### config.mk
export PLATFORM = sky130hd
export DESIGN_NAME = fir_filter
export DESIGN_NICKNAME = d
export VERILOG_FILES = /design/src/rtl/fir_pkg.sv /design/src/rtl/fir_mac_tree.sv /design/src/rtl/fir_filter.sv
export SDC_FILE = /design/constraint.sdc
export NUM_CORES = 1
export LEC_CHECK = 0
export BUFFER_PORTS_ARGS = -buffer_cell sky130_fd_sc_hd__buf_2
export CAP_MARGIN = 10
export CORE_UTILIZATION = 46
export CTS_CLUSTER_DIAMETER = 200
export DETAILED_ROUTE_END_ITERATION = 12
export PLACE_DENSITY = 0.76
export SLEW_MARGIN = 20
export SYNTH_ARGS = -nofsm -noshare
export SYNTH_HDL_FRONTEND = slang
export SYNTH_SLANG_ARGS = --single-unit
### constraint.sdc
create_clock -name clk -period 13.05 [get_ports clk]
set_input_delay 3.915 -clock clk [delete_from_list [all_inputs] [get_ports clk]]
set_output_delay 3.915 -clock clk [all_outputs]
set_load 0.05 [all_outputs]
### src/rtl/fir_pkg.sv
// Shared widths, default coefficients and output saturation for the FIR datapath.
package fir_pkg;

    localparam int unsigned NUM_TAPS = 4;
    localparam int unsigned DATA_W   = 16;
    localparam int unsigned COEFF_W  = 16;
    localparam int unsigned OUT_W    = 32;
    localparam int unsigned PROD_W   = DATA_W + COEFF_W;
    localparam int unsigned ACC_W    = PROD_W + $clog2(NUM_TAPS);

    // Saturation input is widened so any legal accumulator width fits.
    localparam int unsigned SAT_W    = 64;

    typedef logic signed [COEFF_W-1:0] coeff_t;
    typedef coeff_t [NUM_TAPS-1:0]     coeff_arr_t;

    // h[0] sits in the least significant slot and multiplies the newest sample.
    localparam coeff_arr_t DEFAULT_COEFFS = {16'sd4, 16'sd3, 16'sd2, 16'sd1};

    localparam logic signed [SAT_W-1:0] OUT_MAX = (64'sd1 <<< (OUT_W - 1)) - 64'sd1;
    localparam logic signed [SAT_W-1:0] OUT_MIN = -(64'sd1 <<< (OUT_W - 1));

    function automatic logic signed [OUT_W-1:0] sat_to_out(input logic signed [SAT_W-1:0] acc);
        if (acc > OUT_MAX) begin
            return OUT_W'(OUT_MAX);
        end else if (acc < OUT_MIN) begin
            return OUT_W'(OUT_MIN);
        end
        return OUT_W'(acc);
    endfunction

endpackage

### src/rtl/fir_mac_tree.sv
// Combinational multiply of every tap by its coefficient, summed by a balanced adder tree.
module fir_mac_tree #(
    parameter int unsigned NUM_TAPS = 4,
    parameter int unsigned DATA_W   = 16,
    parameter int unsigned COEFF_W  = 16,
    parameter int unsigned ACC_W    = 34
) (
    input  logic [NUM_TAPS*DATA_W-1:0]  samples,
    input  logic [NUM_TAPS*COEFF_W-1:0] coeffs,
    output logic signed [ACC_W-1:0]     acc_c
);
    import fir_pkg::*;

    localparam int unsigned PW     = DATA_W + COEFF_W;
    localparam int unsigned LEVELS = $clog2(NUM_TAPS);
    localparam int unsigned LEAVES = 32'(1) << LEVELS;

    // Level 0 holds the sign-extended products (zero-padded to a power of two);
    // each further level halves the node count.
    for (genvar l = 0; l <= LEVELS; l++) begin : g_lvl
        logic signed [ACC_W-1:0] sum [LEAVES >> l];
        for (genvar j = 0; j < (LEAVES >> l); j++) begin : g_node
            if (l == 0) begin : g_leaf
                if (j < NUM_TAPS) begin : g_tap
                    logic signed [PW-1:0] prod;
                    assign prod = PW'($signed(samples[j*DATA_W +: DATA_W]))
                                * PW'($signed(coeffs[j*COEFF_W +: COEFF_W]));
                    assign sum[j] = ACC_W'(prod);
                end else begin : g_pad
                    assign sum[j] = '0;
                end
            end else begin : g_add
                assign sum[j] = g_lvl[l-1].sum[2*j] + g_lvl[l-1].sum[2*j+1];
            end
        end
    end

    assign acc_c = g_lvl[LEVELS].sum[0];

endmodule

### src/rtl/fir_filter.sv
// Direct-form FIR: delay line, MAC tree, saturation and registered output.
module fir_filter #(
    parameter int unsigned NUM_TAPS = fir_pkg::NUM_TAPS,
    parameter int unsigned DATA_W   = fir_pkg::DATA_W,
    parameter int unsigned COEFF_W  = fir_pkg::COEFF_W,
    parameter int unsigned OUT_W    = fir_pkg::OUT_W,
    parameter logic [NUM_TAPS*COEFF_W-1:0] COEFFS = fir_pkg::DEFAULT_COEFFS
) (
    input  logic                     clk,
    input  logic                     reset,
    input  logic signed [DATA_W-1:0] x_in,
    output logic signed [OUT_W-1:0]  y_out
);
    import fir_pkg::*;

    localparam int unsigned ACC_L = DATA_W + COEFF_W + $clog2(NUM_TAPS);

    logic signed [DATA_W-1:0]   d [NUM_TAPS-1];
    logic [NUM_TAPS*DATA_W-1:0] taps_c;
    logic signed [ACC_L-1:0]    acc_c;

    // Tap 0 is the live input; tap k is the sample from k edges ago.
    always_comb begin
        taps_c = '0;
        taps_c[DATA_W-1:0] = x_in;
        for (int k = 1; k < NUM_TAPS; k++) begin
            taps_c[k*DATA_W +: DATA_W] = d[k-1];
        end
    end

    fir_mac_tree #(
        .NUM_TAPS (NUM_TAPS),
        .DATA_W   (DATA_W),
        .COEFF_W  (COEFF_W),
        .ACC_W    (ACC_L)
    ) u_mac (
        .samples  (taps_c),
        .coeffs   (COEFFS),
        .acc_c    (acc_c)
    );

    always_ff @(posedge clk) begin
        if (!reset) begin
            y_out <= '0;
            for (int k = 0; k < NUM_TAPS - 1; k++) begin
                d[k] <= '0;
            end
        end else begin
            y_out <= OUT_W'(sat_to_out(SAT_W'(acc_c)));
            d[0]  <= x_in;
            for (int k = 1; k < NUM_TAPS - 1; k++) begin
                d[k] <= d[k-1];
            end
        end
    end

endmodule

==> results.toml, run 1 <==
[run_status]
status = "completed"

[route]
avgViaCountPerCell = 4.720
drt_wl_total_mm = 7.318
vias = 2870
drtIter0Drc = 57
final_antenna_net_count = 0
drc_errors = 0
drtPass1Iterations = 4
avgRoutedWirePerCell_um = 12.04

[place]
port_buffers = 49
gp_congestion = 0.7938
hpwl_mm = 5.742

[global_routing]
grt_pass1_wl_mm = 12.77
grt_pass1_vias = 2863
grt_antenna_before_repair = 0
grt_start_max_net_pins = 60
grt_overflow = 0
gr-usage-all-layers = 0.1651

[timing]
fmax_mhz = 136.1
setup_tns_ns = 0
final_max_slew_viol_count = 0
relSlewSlack = 0.4559
fin_crit_sh = 0.5632
grt_setup_unrepaired = "false"
period_needed_ns = 7.349
worst_pin_slew_ns = 0.8161
fin_worst_skew_ns = 0.01077
hold_viol = 0
setup_viol = 0

[yosys]
async_flop_share = 0
ys.flop_type = "dfxtp_1"
yosys_warnings = 0
yosysSeqAreaShare = 0.3153
yosys.area_share.simple = 0.1331
synth_cell_types = 42
synth_edf_count = 0
syn_area_um2 = 4380
synth_xor_area_frac = 0.01999
synth_commonest_cells = "inv_1, dfxtp_1, and2_1"
synth_compound_area_frac = 0.08883
synth_most_common_cell = "inv_1"
syn_nets = 543
synth_adder_area_share = 0.3319
syn_area_per_cell_um2 = 10.02
muxShareOfSynthArea = 0.006855
synth_top_cells_by_area = "dfxtp_1, fa_1, ha_1"
synth_seq_cells = 69
synth_area_leader_cell = "dfxtp_1"
synth_top_area_frac = 0.3153
synth_top_family_by_area = "adder cells"
synthCells = 437

[die]
core_um2 = 9240
dieHeight_um = 99.59
dieWidth_um = 99.59
fp-row-count = 35
num_io_pins = 50
floorplan.initialDensity = 0.4741
fp.dieArea_um2 = 9917

[finish]
num_antenna_cells = 0
drive_gt1_frac = 0.1503
area_delta_synth_final_pct = 11.71
num-fill-cells = 852
nets = 580

[worst_setup_path]
path_cells = "buf_2 -> fa_1 -> inv_1 -> fa_1 -> fa_1 -> inv_1 -> ha_1 -> fa_1 -> a21o_1 -> a221oi_2 -> a211oi_2 -> a21oi_1 -> mux2i_1"
required_ns = 13.32
cp_num_buf_inv = 3
crit_family = "adder cells"
worst_path_max_delay_cell = "fa_1"
worstSetupPathType = "in2reg"
critPathArrivalTime_ns = 7.62
slowest_delay_ns = 0.54
path_common_cell = "fa_1"
start_kind = "input pin"
crit_path_max_fanout = 5
crit_path_end_kind = "flop"

[power_and_ir_drop]
powerDensity_nw_per_um2 = 163.1
vdd_drop_max_uv = 111.4
finalPower_uw = 798.3
p_leak_uw = 0.002481

[hold_path]
hold_class = "reg2reg"

[clock_network]
clkTransAtPathRegs_ns = 0.07
postCtsHoldBufs = 0
cts_resized = 0
clk_root_buffer_cell = "clkbuf_8"
cts_tree = "built"
clock-sinks = 69
cts_buffer_depth = 2
cts-buffers-inserted = 9
cts_htree_levels = 3
cts_setup_buffers = 0
worstSkewPairLatency_ns = 0.34

[run]
cap_violations = 0
path summary, 6_finish.rpt:
kind                                         start                    to  slack [ns]  depth (start not counted)
worst max-delay path                       x_in[2]  y_out[18]$_SDFF_PN0_        5.70                         13
worst min-delay path            d[0][0]$_SDFF_PN0_   d[0][16]$_SDFF_PN0_        0.47                          1
worst max register to register  d[0][1]$_SDFF_PN0_  y_out[18]$_SDFF_PN0_        9.10                         12
worst min register to register  d[0][0]$_SDFF_PN0_   d[0][16]$_SDFF_PN0_        0.47                          1
registers in the layout, indices dropped and copies added (netlist names):
signal	flops
d	48
y_out	21
area by class of cell:
class | count | area, um2 | share of cell area
inverter | 86 | 322.8 | 0.06597
tap | 129 | 161.4 | 0.03298
clock buffer | 10 | 127.6 | 0.02608
sequential | 69 | 1381 | 0.2823
clock inverter | 6 | 111.4 | 0.02276
timing repair buffer | 49 | 245.2 | 0.05012
multi-input combinational | 259 | 2544 | 0.5198
layer usage:
metal  vias to the layer above  part of all wire  GRT usage
li1                       1434                 -          -
met5                         -                 0          0
met2                        55              0.47     0.2804
met1                      1376              0.48     0.2064
met3                         5             0.038    0.04498
met4                         0             0.011    0.04751
cells in the final DEF, fill, tap and decap left out, types with 3 or more instances in the layout:
master     instances
inv_1             86
dfxtp_1           69
and2_1            51
buf_2             49
fa_1              47
ha_1              41
nor2_1            15
nand2_1           13
a21oi_1           13
a21o_1             9
clkbuf_8           9
o21ai_0            8
xor2_1             7
o211ai_1           5
nor3_1             5
o21a_1             5
nand2b_1           4
nand4_1            3
mux2i_1            3
nor4_1             3
xnor2_1            3
bufinv_16          3
logic make-up after synthesis:
logic type,count (synthesis)
buffers and inverters,109
multiplexers,3
flip-flops,69
AO/OA/AOI/OAI,55
adder cells (fa/ha/maj),88
AND/OR/NAND/NOR,103
XOR/XNOR,10
per-stage QoR:
stage | util | setup slack, ns | std cells | hold WS (ns) | area [um2]
final | 0.5296 | 5.701 | 608 | 0.4702 | 4893
after global routing | 0.5296 | 5.512 | 608 | 0.4768 | 4893
after CTS | 0.5296 | 5.729 | 608 | 0.4752 | 4893
after detailed placement | 0.5037 | 5.383 | 592 | 0.4559 | 4654
after global placement | 0.5037 | 5.432 | 592 | 0.4524 | 4654
after floorplan | - | 5.798 | 437 | 0.4389 | 4380
power by group:
part	switching (uW)	internal, uW
Sequential	9.77	237
Combinational	235	108
Clock	81.9	127
No activity file was read; power rests on OpenSTA's default activity.
==> inputs of run 2 (changes only) <==
Clock period 13.05 ns to 7.5 ns, I/O delays scaled along.
==> results.toml, run 2 (synthesis gave the netlist of run 1 again) <==
[finish]
num-fill-cells = 841
nets = 580
reg_top3 = "d: 48 flops, y_out: 21 flops"
final_util = 0.5254
finalNonFillerCells = 608
regMostFlops = "d"
mostFrequentLayoutCells = "inv_1, dfxtp_1, and2_1"
area_delta_synth_final_pct = 10.83
seq_area_um2 = 1381
layout_commonest_cell = "inv_1"
largest_reg_flops = 48
drive_gt1_frac = 0.1503
num_antenna_cells = 0
multiInputGateArea_um2 = 2544

[worst_setup_path]
start_kind = "input pin"
worstSetupPathType = "in2reg"
path_common_cell = "fa_1"
worst_path_max_delay_cell = "fa_1"
crit_path_end_kind = "flop"
slowest_delay_ns = 0.54
critPathArrivalTime_ns = 5.98
required_ns = 7.78
path_cells = "buf_2 -> fa_1 -> inv_1 -> fa_1 -> fa_1 -> inv_1 -> ha_1 -> fa_1 -> a21o_1 -> a221oi_2 -> a211oi_2 -> a21oi_1 -> mux2i_1"
cp_num_buf_inv = 3
crit_path_max_fanout = 5
crit_family = "adder cells"

[global_routing]
grt_pass1_vias = 2942
grt_overflow = 0
grt_antenna_before_repair = 0
grt_pass1_wl_mm = 12.94
grt_start_max_net_pins = 60
gr-usage-all-layers = 0.1696

[run]
cap_violations = 0

[clock_network]
clkTransAtPathRegs_ns = 0.08
clk_root_buffer_cell = "clkbuf_8"
cts_resized = 0
cts_tree = "built"
cts_htree_levels = 3
postCtsHoldBufs = 0
cts-buffers-inserted = 9
clock-sinks = 69
cts_setup_buffers = 0
worstSkewPairLatency_ns = 0.35
cts_buffer_depth = 2

[hold_path]
hold_class = "reg2reg"

[place]
gp_congestion = 0.7938
hpwl_mm = 5.778
port_buffers = 49
dp_cells = 592
dpl_worst_slack_ns = 1.489

[timing]
setup_viol = 0
hold_viol = 0
worst_pin_slew_ns = 0.8068
fin_crit_sh = 0.7592
period_needed_ns = 5.694
grt_setup_unrepaired = "false"
final_max_slew_viol_count = 0
setup_tns_ns = 0
relSlewSlack = 0.4622
setup_ws_ns = 1.806
fin_hold_ws_ns = 0.4761
fmax_mhz = 175.6
fin_worst_skew_ns = 0.005057

[power_and_ir_drop]
powerDensity_nw_per_um2 = 274.1
p_leak_uw = 0.002461
vdd_drop_max_uv = 190.5

[route]
vias = 2890
final_antenna_net_count = 0
avgViaCountPerCell = 4.753
drt_wl_total_mm = 7.291
drtIter0Drc = 35
drtPass1Iterations = 4
drc_errors = 0
avgRoutedWirePerCell_um = 11.99

[die]
floorplan.initialDensity = 0.4741
fp.dieArea_um2 = 9917
dieHeight_um = 99.59
fp-row-count = 35
core_um2 = 9240
num_io_pins = 50
dieWidth_um = 99.59

[run_status]
status = "completed"
run 2: cell count changes in the layout (fill, tap and decap cells not counted), sizes merged:
| cell | delta |
|---|---|
| bufinv | -2 |
| clkinv | +1 |
| inv | +1 |
run 2: per-layer routing:
layer,share of wire,vias to the layer above,wire length (um),global-route usage
li1,-,1435,-,-
met1,0.46,1391,3329,0.2082
met2,0.49,58,3554,0.2863
met3,0.045,6,330,0.05481
met4,0.011,0,77,0.04751
met5,0,-,0,0
run 2: layout make-up:
class | count | area share
flip-flops and latches | 69 | 0.2845
multi-input cells | 259 | 0.5240
clock buffers | 10 | 0.02629
well taps | 129 | 0.03325
clock inverters | 6 | 0.01495
inverters | 86 | 0.06649
repair buffers | 49 | 0.05052
run 2: path summary, 6_finish.rpt:
path,from,cells after the start,endpoint,slack (ns)
setup reg to reg,d[0][1]$_SDFF_PN0_,12,y_out[18]$_SDFF_PN0_,3.52
hold reg to reg,d[0][0]$_SDFF_PN0_,1,d[0][16]$_SDFF_PN0_,0.48
hold / removal,d[0][0]$_SDFF_PN0_,1,d[0][16]$_SDFF_PN0_,0.48
setup / recovery,x_in[2],13,y_out[18]$_SDFF_PN0_,1.81
run 2: worst reg2reg max path, delay by kind of cell, from the launching register on:
kind / cells / cell delay [ns]
DFF: 1 / 0.33
buffers and inverters: 2 / 0.09
muxes: 1 / 0.19
AOI/OAI and AO/OA: 4 / 1.15
adders and majority gates: 5 / 2.15
run 2: report_power, final:
group	internal [uW]	leakage (uW)	switching, uW
sequential	411	0.000570	16.9
clock	156	0.0000971	150
combinational	187	0.00179	409
run 2: stage by stage:
stage          instance area [um2]  total power, uW
2_1_floorplan                 4380            928.7
3_3_place_gp                  4654             1025
3_5_place_dp                  4654             1033
4_1_cts                       4855             1347
5_1_grt                       4855             1430
6_report                      4855             1330
